===== src/rtl/p_accum.sv =====
// Saturating dot-product accumulator: sums LEN aligned products into one O_CONF
// result, with sticky udf/ovf/rounded flags, handed off over valid/ready.
package p_accum_pkg;
  typedef enum logic [0:0] {INT = 1'b0, FXP = 1'b1} dtype_e;
  typedef struct packed {
    dtype_e      dtype;
    logic        sign;
    int unsigned prec;
    int          frac;
  } dconf_t;
endpackage

module p_accum #(
  parameter p_accum_pkg::dconf_t I_CONF = '{dtype: p_accum_pkg::FXP, sign: 1'b1, prec: 16, frac: 6},
  parameter p_accum_pkg::dconf_t O_CONF = '{dtype: p_accum_pkg::FXP, sign: 1'b1, prec: 20, frac: 6},
  parameter int LEN = 4
) (
  input  logic                     clk_i,
  input  logic                     reset_i,
  input  logic                     clear_i,
  input  logic                     in_valid_i,
  output logic                     in_ready_o,
  input  logic [I_CONF.prec-1:0]   in_i,
  input  logic                     in_udf_i,
  input  logic                     in_ovf_i,
  input  logic                     in_rounded_i,
  output logic                     out_valid_o,
  input  logic                     out_ready_i,
  output logic [O_CONF.prec-1:0]   out_o,
  output logic                     udf_o,
  output logic                     ovf_o,
  output logic                     rounded_o
);
  localparam int IW  = int'(I_CONF.prec);
  localparam int OW  = int'(O_CONF.prec);
  localparam int AW  = OW + 1;
  localparam int SW  = AW + 1;
  localparam int D   = O_CONF.frac - I_CONF.frac;
  localparam int SHL = (D >= 0) ? D : 0;
  localparam int SHR = (D < 0) ? -D : 0;
  localparam int WW  = IW + AW + SHL + SHR + 2;
  localparam int CW  = (LEN > 1) ? $clog2(LEN) : 1;

  localparam longint MAXL = O_CONF.sign ? (64'sd1 <<< (OW - 1)) - 64'sd1 : (64'sd1 <<< OW) - 64'sd1;
  localparam longint MINL = O_CONF.sign ? -(64'sd1 <<< (OW - 1)) : 64'sd0;
  localparam logic signed [SW-1:0] MAXV = MAXL[SW-1:0];
  localparam logic signed [SW-1:0] MINV = MINL[SW-1:0];

  localparam logic ACC = 1'b0;
  localparam logic OUT = 1'b1;

  // Extend to a wide working width, shift into the output fraction, keep AW bits.
  function automatic logic signed [AW-1:0] align_f(input logic [IW-1:0] v, output logic rnd);
    logic signed [WW-1:0] w;
    w   = signed'({{(WW-IW){I_CONF.sign & v[IW-1]}}, v});
    rnd = 1'b0;
    for (int i = 0; i < IW; i++) begin
      if (i < SHR) rnd = rnd | v[i];
    end
    w = (w <<< SHL) >>> SHR;
    return w[AW-1:0];
  endfunction

  function automatic logic [OW-1:0] sat_f(input logic signed [SW-1:0] s, output logic hi,
                                          output logic lo);
    logic [OW-1:0] r;
    hi = (s > MAXV);
    lo = (s < MINV);
    if (hi)      r = MAXV[OW-1:0];
    else if (lo) r = MINV[OW-1:0];
    else         r = s[OW-1:0];
    return r;
  endfunction

  logic                 state_q, state_d;
  logic [OW-1:0]        acc_q, acc_d;
  logic [CW-1:0]        cnt_q, cnt_d;
  logic                 udf_q, udf_d, ovf_q, ovf_d, rnd_q, rnd_d;
  logic signed [AW-1:0] al;
  logic                 al_rnd;
  logic signed [SW-1:0] acc_x, al_x, sum;
  logic [OW-1:0]        sat_v;
  logic                 s_hi, s_lo;

  always_comb begin
    state_d = state_q;
    acc_d   = acc_q;
    cnt_d   = cnt_q;
    udf_d   = udf_q;
    ovf_d   = ovf_q;
    rnd_d   = rnd_q;
    al      = align_f(in_i, al_rnd);
    acc_x   = signed'({{(SW-OW){O_CONF.sign & acc_q[OW-1]}}, acc_q});
    al_x    = signed'({{(SW-AW){al[AW-1]}}, al});
    sum     = acc_x + al_x;
    sat_v   = sat_f(sum, s_hi, s_lo);

    // Clear wins over any transfer in the same cycle.
    if (clear_i) begin
      state_d = ACC;
      acc_d   = '0;
      cnt_d   = '0;
      udf_d   = 1'b0;
      ovf_d   = 1'b0;
      rnd_d   = 1'b0;
    end else if (state_q == ACC && in_valid_i) begin
      acc_d = sat_v;
      udf_d = udf_q | in_udf_i | s_lo;
      ovf_d = ovf_q | in_ovf_i | s_hi;
      rnd_d = rnd_q | in_rounded_i | al_rnd;
      if (cnt_q == CW'(LEN - 1)) begin
        cnt_d   = '0;
        state_d = OUT;
      end else begin
        cnt_d = cnt_q + CW'(1);
      end
    end else if (state_q == OUT && out_ready_i) begin
      state_d = ACC;
      acc_d   = '0;
      cnt_d   = '0;
      udf_d   = 1'b0;
      ovf_d   = 1'b0;
      rnd_d   = 1'b0;
    end
  end

  always_ff @(posedge clk_i) begin
    if (reset_i) begin
      state_q <= ACC;
      acc_q   <= '0;
      cnt_q   <= '0;
      udf_q   <= 1'b0;
      ovf_q   <= 1'b0;
      rnd_q   <= 1'b0;
    end else begin
      state_q <= state_d;
      acc_q   <= acc_d;
      cnt_q   <= cnt_d;
      udf_q   <= udf_d;
      ovf_q   <= ovf_d;
      rnd_q   <= rnd_d;
    end
  end

  assign in_ready_o  = (state_q == ACC);
  assign out_valid_o = (state_q == OUT);
  assign out_o       = acc_q;
  assign udf_o       = udf_q;
  assign ovf_o       = ovf_q;
  assign rounded_o   = rnd_q;
endmodule


===== config.mk =====
export PLATFORM = sky130hd
export DESIGN_NAME = p_accum
export DESIGN_NICKNAME = d
export VERILOG_FILES = /design/src/rtl/p_accum.sv
export SDC_FILE = /design/constraint.sdc
export NUM_CORES = 1
export LEC_CHECK = 0
export ABC_AREA = 1
export BUFFER_PORTS_ARGS = -buffer_cell sky130_fd_sc_hd__buf_2
export CAP_MARGIN = 20
export CORE_MARGIN = 2
export CORE_UTILIZATION = 34
export DETAILED_ROUTE_END_ITERATION = 10
export GPL_ROUTABILITY_DRIVEN = 0
export SLEW_MARGIN = 10
export SYNTH_ARGS = -nofsm -noshare
export SYNTH_HDL_FRONTEND = slang
export SYNTH_SLANG_ARGS = --single-unit

===== constraint.sdc =====
create_clock -name clk_i -period 5.1 [get_ports clk_i]
set_clock_uncertainty 0.1 [all_clocks]
set_input_delay 0.255 -clock clk_i [delete_from_list [all_inputs] [get_ports clk_i]]
set_output_delay 0.255 -clock clk_i [all_outputs]
set_load 0.01 [all_outputs]

==> qor.txt, run 1 <==
die area = 0.00831 mm^2
Post-Synth XOR/XNOR Area = 0.0475
Final Cycle Share = 0.474
initial antenna violation count = 0
Clock Latency Late Sink = 0.29 ns
Syn-to-layout area delta = 14.5%
core area = 0.00729 mm^2
1st-pass router iterations = 4
DRT iter0 DRCs = 83
clk sink count = 26
critical setup path kind = reg -> reg
Reg clk slew, reported paths = 0.11 ns
Cell Pwr Density = 221 mW/mm^2
r2r startpoint = out_o[0]
Final Hold Fails = 0
Int Pwr = 408 uW
Synth Area in Simple Gates = 0.402
die width = 91.2 um
Avg Inst Size Synth = 6.44 um^2
total track usage = 0.163
final global-route overflow total = 0
Hold-fix buffers, CTS = 0
Async S/R FF share, synth = 0
# resized after CTS = 0
switching pwr = 246 uW
buffer count from post-CTS setup fixing = 0
hold_sp = in_rounded_i
distinct cell type count after synthesis = 34
crit path time final = 2.42 ns
post-route ant nets = 0
vias in the first global route = 2524
I/O Pins = 49
critical path's largest stage delay = 0.38 ns
Slowest cell on crit path = fa_1
area share of fa/ha/maj cells after synthesis = 0.109
ANT cells = 0
Compound-Gate Fraction of Synth Area = 0.126
max-slew violation count = 0
most common flop cell mapped by yosys = dfxtp_1
Post-Syn Instances = 401
CP Launch Type = register
row cnt = 31
Worst Path Max Fanout = 17
Starting Density = 0.354
Max Cap Violations = 0
EDFF count, synth = 0
synth warn = 0
H-tree depth = 1
Slew headroom = 0.317
switching share of total power = 0.376
worst hold path class = in -> reg
Port Buf Inserts = 48
largest net degree at the start of global routing = 25
DRC Markers = 0
clock power share = 0.282
multiplexer share of the synthesized area = 0
share of layout cells above drive strength 1 = 0.252
WL/cell = 11.8 um
DRT Wirelength = 6410 um
Final Cell Area = 0.00296 mm^2
Worst VDD drop = 0.0917 mV
Synth Cell Area = 0.00258 mm^2
Seq pwr share = 0.342
placed cell area = 0.00289 mm^2
P_leak = 1.63 nW
Req. time, crit path = 5.20 ns
total power = 654 uW
post-route setup TNS = 0 ns
first-pass GRT wire length = 11300 um
vias per cell = 4.64
CTS tree = yes
Worst Max-Slew Pin Slew = 1.02 ns
Max clock buf depth = 2
Comb pwr share = 0.376
largest family of logic cells by synthesized area = simple AND/OR/NAND/NOR gates
Syn Nets = 447
fmax = 414 MHz
vias = 2524
critical path cell sequence = ha_1 -> inv_1 -> fa_1 -> inv_1 -> nand2_1 -> o21ai_2 -> nand2_1 -> nand3_2 -> nand2_2 -> nand2_4 -> nand3_4 -> nand2_1 -> inv_1 -> a21oi_1
Seq/Total Area, Yosys = 0.202
Yosys reg bits = 26
die height = 91.2 um
crit path DAT = 2.52 ns
CTS Root Buffer Type = clkbuf_8
CP Launch Point = out_o[0]
cts bufs inserted = 3
Finish-stage setup viols = 0
status = complete, no violations
Nets = 492
CP endpoint kind = register
HPWL after DPL = 4970 um
RSZ-0062 raised after global routing = false
==> cell usage in the layout, fill, tap and decap left out <==
cell type,synthesis,routed
nor2_1,24,24
nor3_1,2,2
bufinv_16,0,1
o21ai_2,1,1
a21oi_1,30,30
nand3_4,1,1
xnor2_1,2,2
nor2_4,3,3
ha_1,21,21
inv_1,49,49
nand2_4,1,1
nand4_1,4,4
nor2_2,3,3
inv_2,13,13
and2_4,1,1
nand2_2,12,12
nor4_1,1,1
fa_1,1,1
nand3_1,14,14
nand3b_1,1,1
nand2_1,134,134
a21o_1,1,1
nand3_2,12,12
nand2_8,1,1
nand3b_4,1,1
buf_2,0,48
a31oi_1,2,2
o21bai_1,2,2
a21oi_2,11,11
dfxtp_1,26,26
xor2_1,12,12
clkbuf_8,0,3
o21ai_0,7,7
==> critical path, delay by kind of cell, from the launching register on <==
| family | cells | cell delay [ns] |
|---|---|---|
| buf+inv | 3 | 0.19 |
| compound gates | 2 | 0.35 |
| flops | 1 | 0.37 |
| simple gates | 7 | 0.78 |
| fa+ha+maj | 2 | 0.55 |
==> state kept, by name, summed over array words and instances (netlist names) <==
name         cells
out_o           20
cnt_q            2
out_valid_o      1
ovf_o            1
rounded_o        1
udf_o            1
==> path summary, 6_finish.rpt <==
path	endpoint	slack, ns	cells past startpoint
min	rounded_o	0.10	3
max	out_o[9]	2.68	14
min reg2reg	rounded_o	0.36	2
max reg2reg	out_o[9]	2.68	14
==> synth_stat cells, drive strengths merged (4+ instances only) <==
cell type  count  area [um^2]
nand3         27          208
ha            21          263
clkbuf         4         15.0
o21ai          8         43.8
dfxtp         26          521
a21oi         41          246
xor2          12          105
inv           62          233
nand2        148          609
nand4          4         25.0
buf            4         46.3
nor2          30          143
==> final cells by class <==
cell class / instances / area [um^2]
clock inverter: 1 / 30.0
fill: 839 / 4340
sequential: 26 / 520
inverter: 62 / 233
tap: 99 / 124
timing repair buffer: 48 / 240
clock buffer: 3 / 41.3
multi-input combinational: 305 / 1770
==> power by group through the flow <==
stage | Combinational, mW | Sequential (mW) | Clock, mW
floorplan | 0.191 | 0.233 | 0
global placement | 0.246 | 0.228 | 0
detailed placement | 0.247 | 0.228 | 0
CTS | 0.249 | 0.224 | 0.190
global route | 0.279 | 0.226 | 0.197
finish | 0.246 | 0.224 | 0.184
==> kinds of logic after synthesis <==
family / Yosys count
compound gates: 54
xor+xnor: 14
fa+ha+maj: 22
buf+inv: 70
flops: 26
simple gates: 215
==> metrics by stage <==
| stage | util | hold slack [ns] | instances | setup WS, ns |
|---|---|---|---|---|
| after global placement | 0.396 | 0.336 | 540 | 2.75 |
| final | 0.405 | 0.102 | 544 | 2.68 |
| after CTS | 0.405 | 0.0949 | 544 | 2.64 |
| after detailed placement | 0.396 | 0.333 | 540 | 2.67 |
| after floorplan | - | 0.295 | 401 | 2.83 |
| after global routing | 0.405 | 0.118 | 544 | 2.41 |
==> metal layers <==
layer  track usage  up-vias  routed length, um
met5             0        -                  0
met4        0.0455        0                 81
met3        0.0274        7                247
met2         0.263       53               2840
met1         0.223     1116               3240
li1              -     1348                  -
(Power assumes the default switching activity.)
==> run 2, diff against run 1 <==
ABC_AREA = 0   (was 1)
clock period = 2.33 ns   (was 5.1 ns; I/O delays follow)
==> run 2 against run 1 <==
The flow now finishes with violations (negative setup slack). Via count shrank 5.3%. Highest routed layer unchanged. Die area fell by 16%. Sequential power increased by 120%. Register-to-register slack worse by 3.1 ns. Count of clock-buffer cells in the layout unchanged. First-iteration DRC count shrank 4.8%. Largest cell class unchanged. Combinational power increased by 130%.
==> qor.txt, run 2 <==
Syn Nets = 301
critical path cell sequence = ha_4 -> a211o_1 -> a211o_1 -> a311o_1 -> o211a_1 -> a211o_1 -> a21oi_4 -> buf_6 -> a221o_2
R2R setup slack = -0.41 ns
largest net degree at the start of global routing = 16
commonest non-fill, non-tap cells in the layout = buf_4, buf_2, a21oi_1, dfxtp_1, nor2_1
Yosys reg bits = 26
WL/cell = 13.9 um
Final Hold Fails = 0
die area = 0.00698 mm^2
Final Cell Area = 0.00333 mm^2
CP endpoint kind = register
cts bufs inserted = 3
crit path time final = 2.74 ns
Port Buf Inserts = 48
H-tree depth = 1
top-count cell post-synth = a21oi_1
Slew headroom = 0.703
synth top area cells = dfxtp_1, ha_1, a21oi_1, a221o_2, xnor2_1
crit path DAT = 2.87 ns
row cnt = 28
worst hold stages = 3
Synth Cell Area = 0.00215 mm^2
violated checks = negative setup slack
Async S/R FF share, synth = 0
final std cells w/o fill = 455
max reg flops = 20
distinct cell type count after synthesis = 55
reg2reg path depth = 9
status = complete, but fails checks
Clock Latency Late Sink = 0.28 ns
critical setup path kind = reg -> reg
CP Launch Type = register
Crit path top cell by count = a211o_1
critical path's largest stage delay = 0.37 ns
Req. time, crit path = 2.46 ns
Slowest cell on crit path = dfxtp_4
1st-pass router iterations = 4
max-slew violation count = 0
share of layout cells above drive strength 1 = 0.474
Final Cycle Share = 1.18
r2r startpoint = out_o[1]
Seq/Total Area, Yosys = 0.242
most common flop cell mapped by yosys = dfxtp_1
Finish-stage setup viols = 21
first-pass GRT wire length = 10800 um
Yosys top cell by area = dfxtp_1
vias per cell = 5.25
Post-Syn Instances = 255
initial antenna violation count = 0
Syn-to-layout area delta = 54.9%
placed cell area = 0.00317 mm^2
Cell Pwr Density = 403 mW/mm^2
leading cell type in the layout, fill and taps excluded = buf_4
Avg Inst Size Synth = 8.43 um^2
Starting Density = 0.357
Reg clk slew, reported paths = 0.11 ns
Worst Path Max Fanout = 7
Nets = 427
clk sink count = 26
P_leak = 1.65 nW
DRT Wirelength = 6340 um
Commonest cells post-synth = a21oi_1, dfxtp_1, ha_1, nor2_1, nand2_1
DP Cell Count = 447
core area = 0.00603 mm^2
RSZ-0062 raised after global routing = true
die width = 83.5 um
ANT cells = 0
HPWL after DPL = 4990 um
Worst Max-Slew Pin Slew = 0.442 ns
I/O Pins = 49
final setup margin = -0.409 ns
DRT iter0 DRCs = 79
total track usage = 0.182
Synth top area share = 0.242
Layout Utilization = 0.553
reg2reg end = out_o[13]
hold_sp = in_udf_i
die height = 83.5 um
final global-route overflow total = 0
total power = 1.34 mW
worst hold path class = in -> reg
post-route ant nets = 0
fmax = 365 MHz
vias in the first global route = 2354
Max Cap Violations = 0
Worst VDD drop = 0.253 mV
CTS tree = yes
Max clock buf depth = 2
DRC Markers = 0
worst hold endpoint = udf_o
synth warn = 0
CTS Root Buffer Type = clkbuf_8
EDFF count, synth = 0
vias = 2391
[run 2: worst max path at each step]
| stage | from | end | slack (ns) | depth (start not counted) |
|---|---|---|---|---|
| finish | out_o[1] | out_o[13] | -0.41 | 9 |
| detailed placement | out_o[1] | out_o[15] | -0.36 | 8 |
| floorplan | out_o[2] | out_o[3] | -0.28 | 9 |
| global route | out_o[1] | out_o[0] | -0.47 | 8 |
| CTS | out_o[1] | out_o[12] | -0.37 | 9 |
| global placement | out_o[1] | out_o[18] | -0.30 | 9 |
[run 2: routing by layer]
| metal | global-route usage | up-vias | share of wire |
|---|---|---|---|
| li1 | - | 1237 | - |
| met1 | 0.246 | 1111 | 0.49 |
| met2 | 0.306 | 41 | 0.47 |
| met3 | 0.0366 | 2 | 0.038 |
| met4 | 0.0293 | 0 | 0.0030 |
| met5 | 0 | - | 0 |
[run 2: per-stage QoR]
stage | worst slack [ns] | setup TNS, ns | hold WS [ns]
after floorplan | -0.279 | -4.26 | 0.179
final | -0.409 | -7.63 | 0.0408
after global routing | -0.469 | -8.99 | 0.0606
after global placement | -0.300 | -5.45 | 0.273
after detailed placement | -0.359 | -6.56 | 0.276
after CTS | -0.374 | -7.02 | 0.0233
[run 2: final cells by class]
type,instances,area [um^2]
clock buffer,3,41.3
multi-input combinational,211,1750
clock inverter,1,3.75
sequential,26,533
tap,75,93.8
fill,573,2690
timing repair buffer,131,885
inverter,8,30.0
[run 2: cell families after synthesis]
kind of cell,after synthesis,synth area share
compound gates,110,0.382
xor+xnor,12,0.0489
fa+ha+maj,22,0.131
buf+inv,18,0.0384
flops,26,0.242
mux,1,0.00524
simple gates,66,0.152
[run 2: power by group]
group	total, mW	internal [mW]	switching, mW
registers	0.484	0.467	0.0168
clock network	0.286	0.119	0.167
logic	0.573	0.299	0.274
total	1.34	0.885	0.458
[run 2: critical path: cells and delay by family, from the launching register on]
family	cells	cell delay (ns)
compound gates	7	1.84
flops	1	0.37
fa+ha+maj	1	0.21
buf+inv	1	0.16
[run 2: timing repair]
item / in CTS / in global routing
hold endpoints to repair: 1 / 0
endpoints found under the setup margin: 22 / 22
resized for setup: 3 / 15
pin swaps: 5 / 10
hold buffers: 1 / 0
setup buffers: 2 / 2
==> run 3, diff against run 2 <==
CORE_UTILIZATION = 35   (was 34)
==> run 3 against run 2 <==
The run still ends with negative setup slack left. Combinational power increased by 1%. Design area increased by 1.8%. Final cell count decreased by 0.66%. Die area decreased by 2.7%. Clock power increased by 39%. Fmax increased by 0.52%. Via count increased by 2.0%. Power increased by 8.8%. Sequential power about the same. Worst setup slack improved by 0.014 ns. Global-route usage increased by 1.1 points. Hold slack improved by 0.011 ns.
==> qor.txt, run 3 (same netlist as run 2, synthesis figures left out) <==
DRT Wirelength = 6660 um
clk sink count = 26
largest net degree at the start of global routing = 16
Cell Pwr Density = 431 mW/mm^2
fmax = 367 MHz
Slowest cell on crit path = dfxtp_4
CP endpoint kind = register
Starting Density = 0.363
WP buf/inv = 1
Clock Latency Late Sink = 0.28 ns
placed cell area = 0.00314 mm^2
DRT iter0 DRCs = 110
Final Cycle Share = 1.17
1st-pass router iterations = 4
Finish-stage setup viols = 22
Max Cap Violations = 0
reg2reg end = out_o[4]
P_leak = 1.66 nW
die height = 82.4 um
CP delay by family, top = compound AO/OA/AOI/OAI gates
I/O Pins = 49
Worst Path Max Fanout = 15
HPWL after DPL = 5010 um
DP Cell Count = 440
total track usage = 0.193
first-pass GRT wire length = 10300 um
worst hold path class = in -> reg
commonest non-fill, non-tap cells in the layout = buf_4, buf_2, a21oi_1, dfxtp_1, nor2_1
die area = 0.00679 mm^2
Final Hold Fails = 0
r2r startpoint = out_o[1]
share of layout cells above drive strength 1 = 0.477
Nets = 424
dpl ws = -0.393 ns
vias = 2438
vias per cell = 5.39
critical path cell sequence = ha_4 -> a211o_1 -> a211o_1 -> a311o_1 -> o211a_1 -> a211o_1 -> a21oi_4 -> buf_12 -> a221o_1
post-route ant nets = 0
Max clock buf depth = 2
core area = 0.00592 mm^2
total power = 1.46 mW
Final Cell Area = 0.00339 mm^2
CTS Root Buffer Type = clkbuf_8
die width = 82.4 um
Worst Max-Slew Pin Slew = 0.521 ns
status = complete, but fails checks
Layout Utilization = 0.573
H-tree depth = 1
critical setup path kind = reg -> reg
met2 Use GR = 0.335
final global-route overflow total = 0
Syn-to-layout area delta = 57.7%
WL/cell = 14.7 um
WP depth = 9
leading cell type in the layout, fill and taps excluded = buf_4
CP endpoint = out_o[4]
max-slew violation count = 0
Worst VDD drop = 0.263 mV
critical path's largest stage delay = 0.36 ns
cts bufs inserted = 3
Port Buf Inserts = 48
RSZ-0062 raised after global routing = true
DRC Markers = 0
met1 usage = 0.260
max reg flops = 20
GR peak layer = met2
row cnt = 28
Reg clk slew, reported paths = 0.10 ns
reg2reg path depth = 9
Crit path top cell by count = a211o_1
CP Launch Point = out_o[1]
violated checks = negative setup slack
vias in the first global route = 2286
CP Launch Type = register
Slew headroom = 0.652
crit path time final = 2.72 ns
final std cells w/o fill = 452
ANT cells = 0
R2R setup slack = -0.39 ns
CTS tree = yes
crit path DAT = 2.85 ns
initial antenna violation count = 0
final setup margin = -0.395 ns
routing usage on met3 = 0.0196
Req. time, crit path = 2.46 ns
run 3: per-layer routing:
layer	vias up	part of all wire
met5	-	0
met3	5	0.034
met4	0	0.0057
li1	1240	-
met1	1148	0.47
met2	45	0.49
run 3: final cells by class:
type | instances | area, um^2
sequential | 26 | 532
inverter | 8 | 30.0
fill | 562 | 2530
timing repair buffer | 128 | 880
clock buffer | 3 | 41.3
multi-input combinational | 211 | 1790
clock inverter | 1 | 30.0
tap | 75 | 93.8
run 3: worst min-delay path by stage:
stage	depth (start not counted)	startpoint	end
6_report	3	in_ovf_i	ovf_o
4_1_cts	3	in_udf_i	udf_o
3_5_place_dp	3	in_rounded_i	rounded_o
2_1_floorplan	2	in_rounded_i	rounded_o
3_3_place_gp	3	in_rounded_i	rounded_o
5_1_grt	3	out_ready_i	out_valid_o
run 3: worst register-to-register path, cell delays in order (launching register included):
cell,delay (ns)
dfxtp_4,0.36
ha_4,0.21
a211o_1,0.27
a211o_1,0.32
a311o_1,0.36
o211a_1,0.26
a211o_1,0.31
a21oi_4,0.19
buf_12,0.17
a221o_1,0.13
run 3: repair_timing:
item                                    4_1_cts  5_1_grt
endpoints found under the hold margin         1        0
hold buffers                                  1        0
gates cloned                                  0        0
endpoints found under the setup margin       22       22
resized for setup                             7       12
setup buffers                                 2        6
pin swaps                                     5       10
run 3: per-stage QoR:
step                hold WS (ns)  TNS, ns
floorplan                  0.179    -4.26
global placement           0.269    -5.88
detailed placement         0.275    -7.05
CTS                       0.0423    -6.96
global route              0.0642   -10.15
finish                    0.0514    -7.67
run 3: report_power, final:
part	total (mW)	internal (mW)	leakage (nW)	switching [mW]
combinational	0.580	0.296	1.41	0.284
sequential	0.484	0.467	0.214	0.0170
clock	0.397	0.230	0.0357	0.166
total	1.46	0.994	1.66	0.467
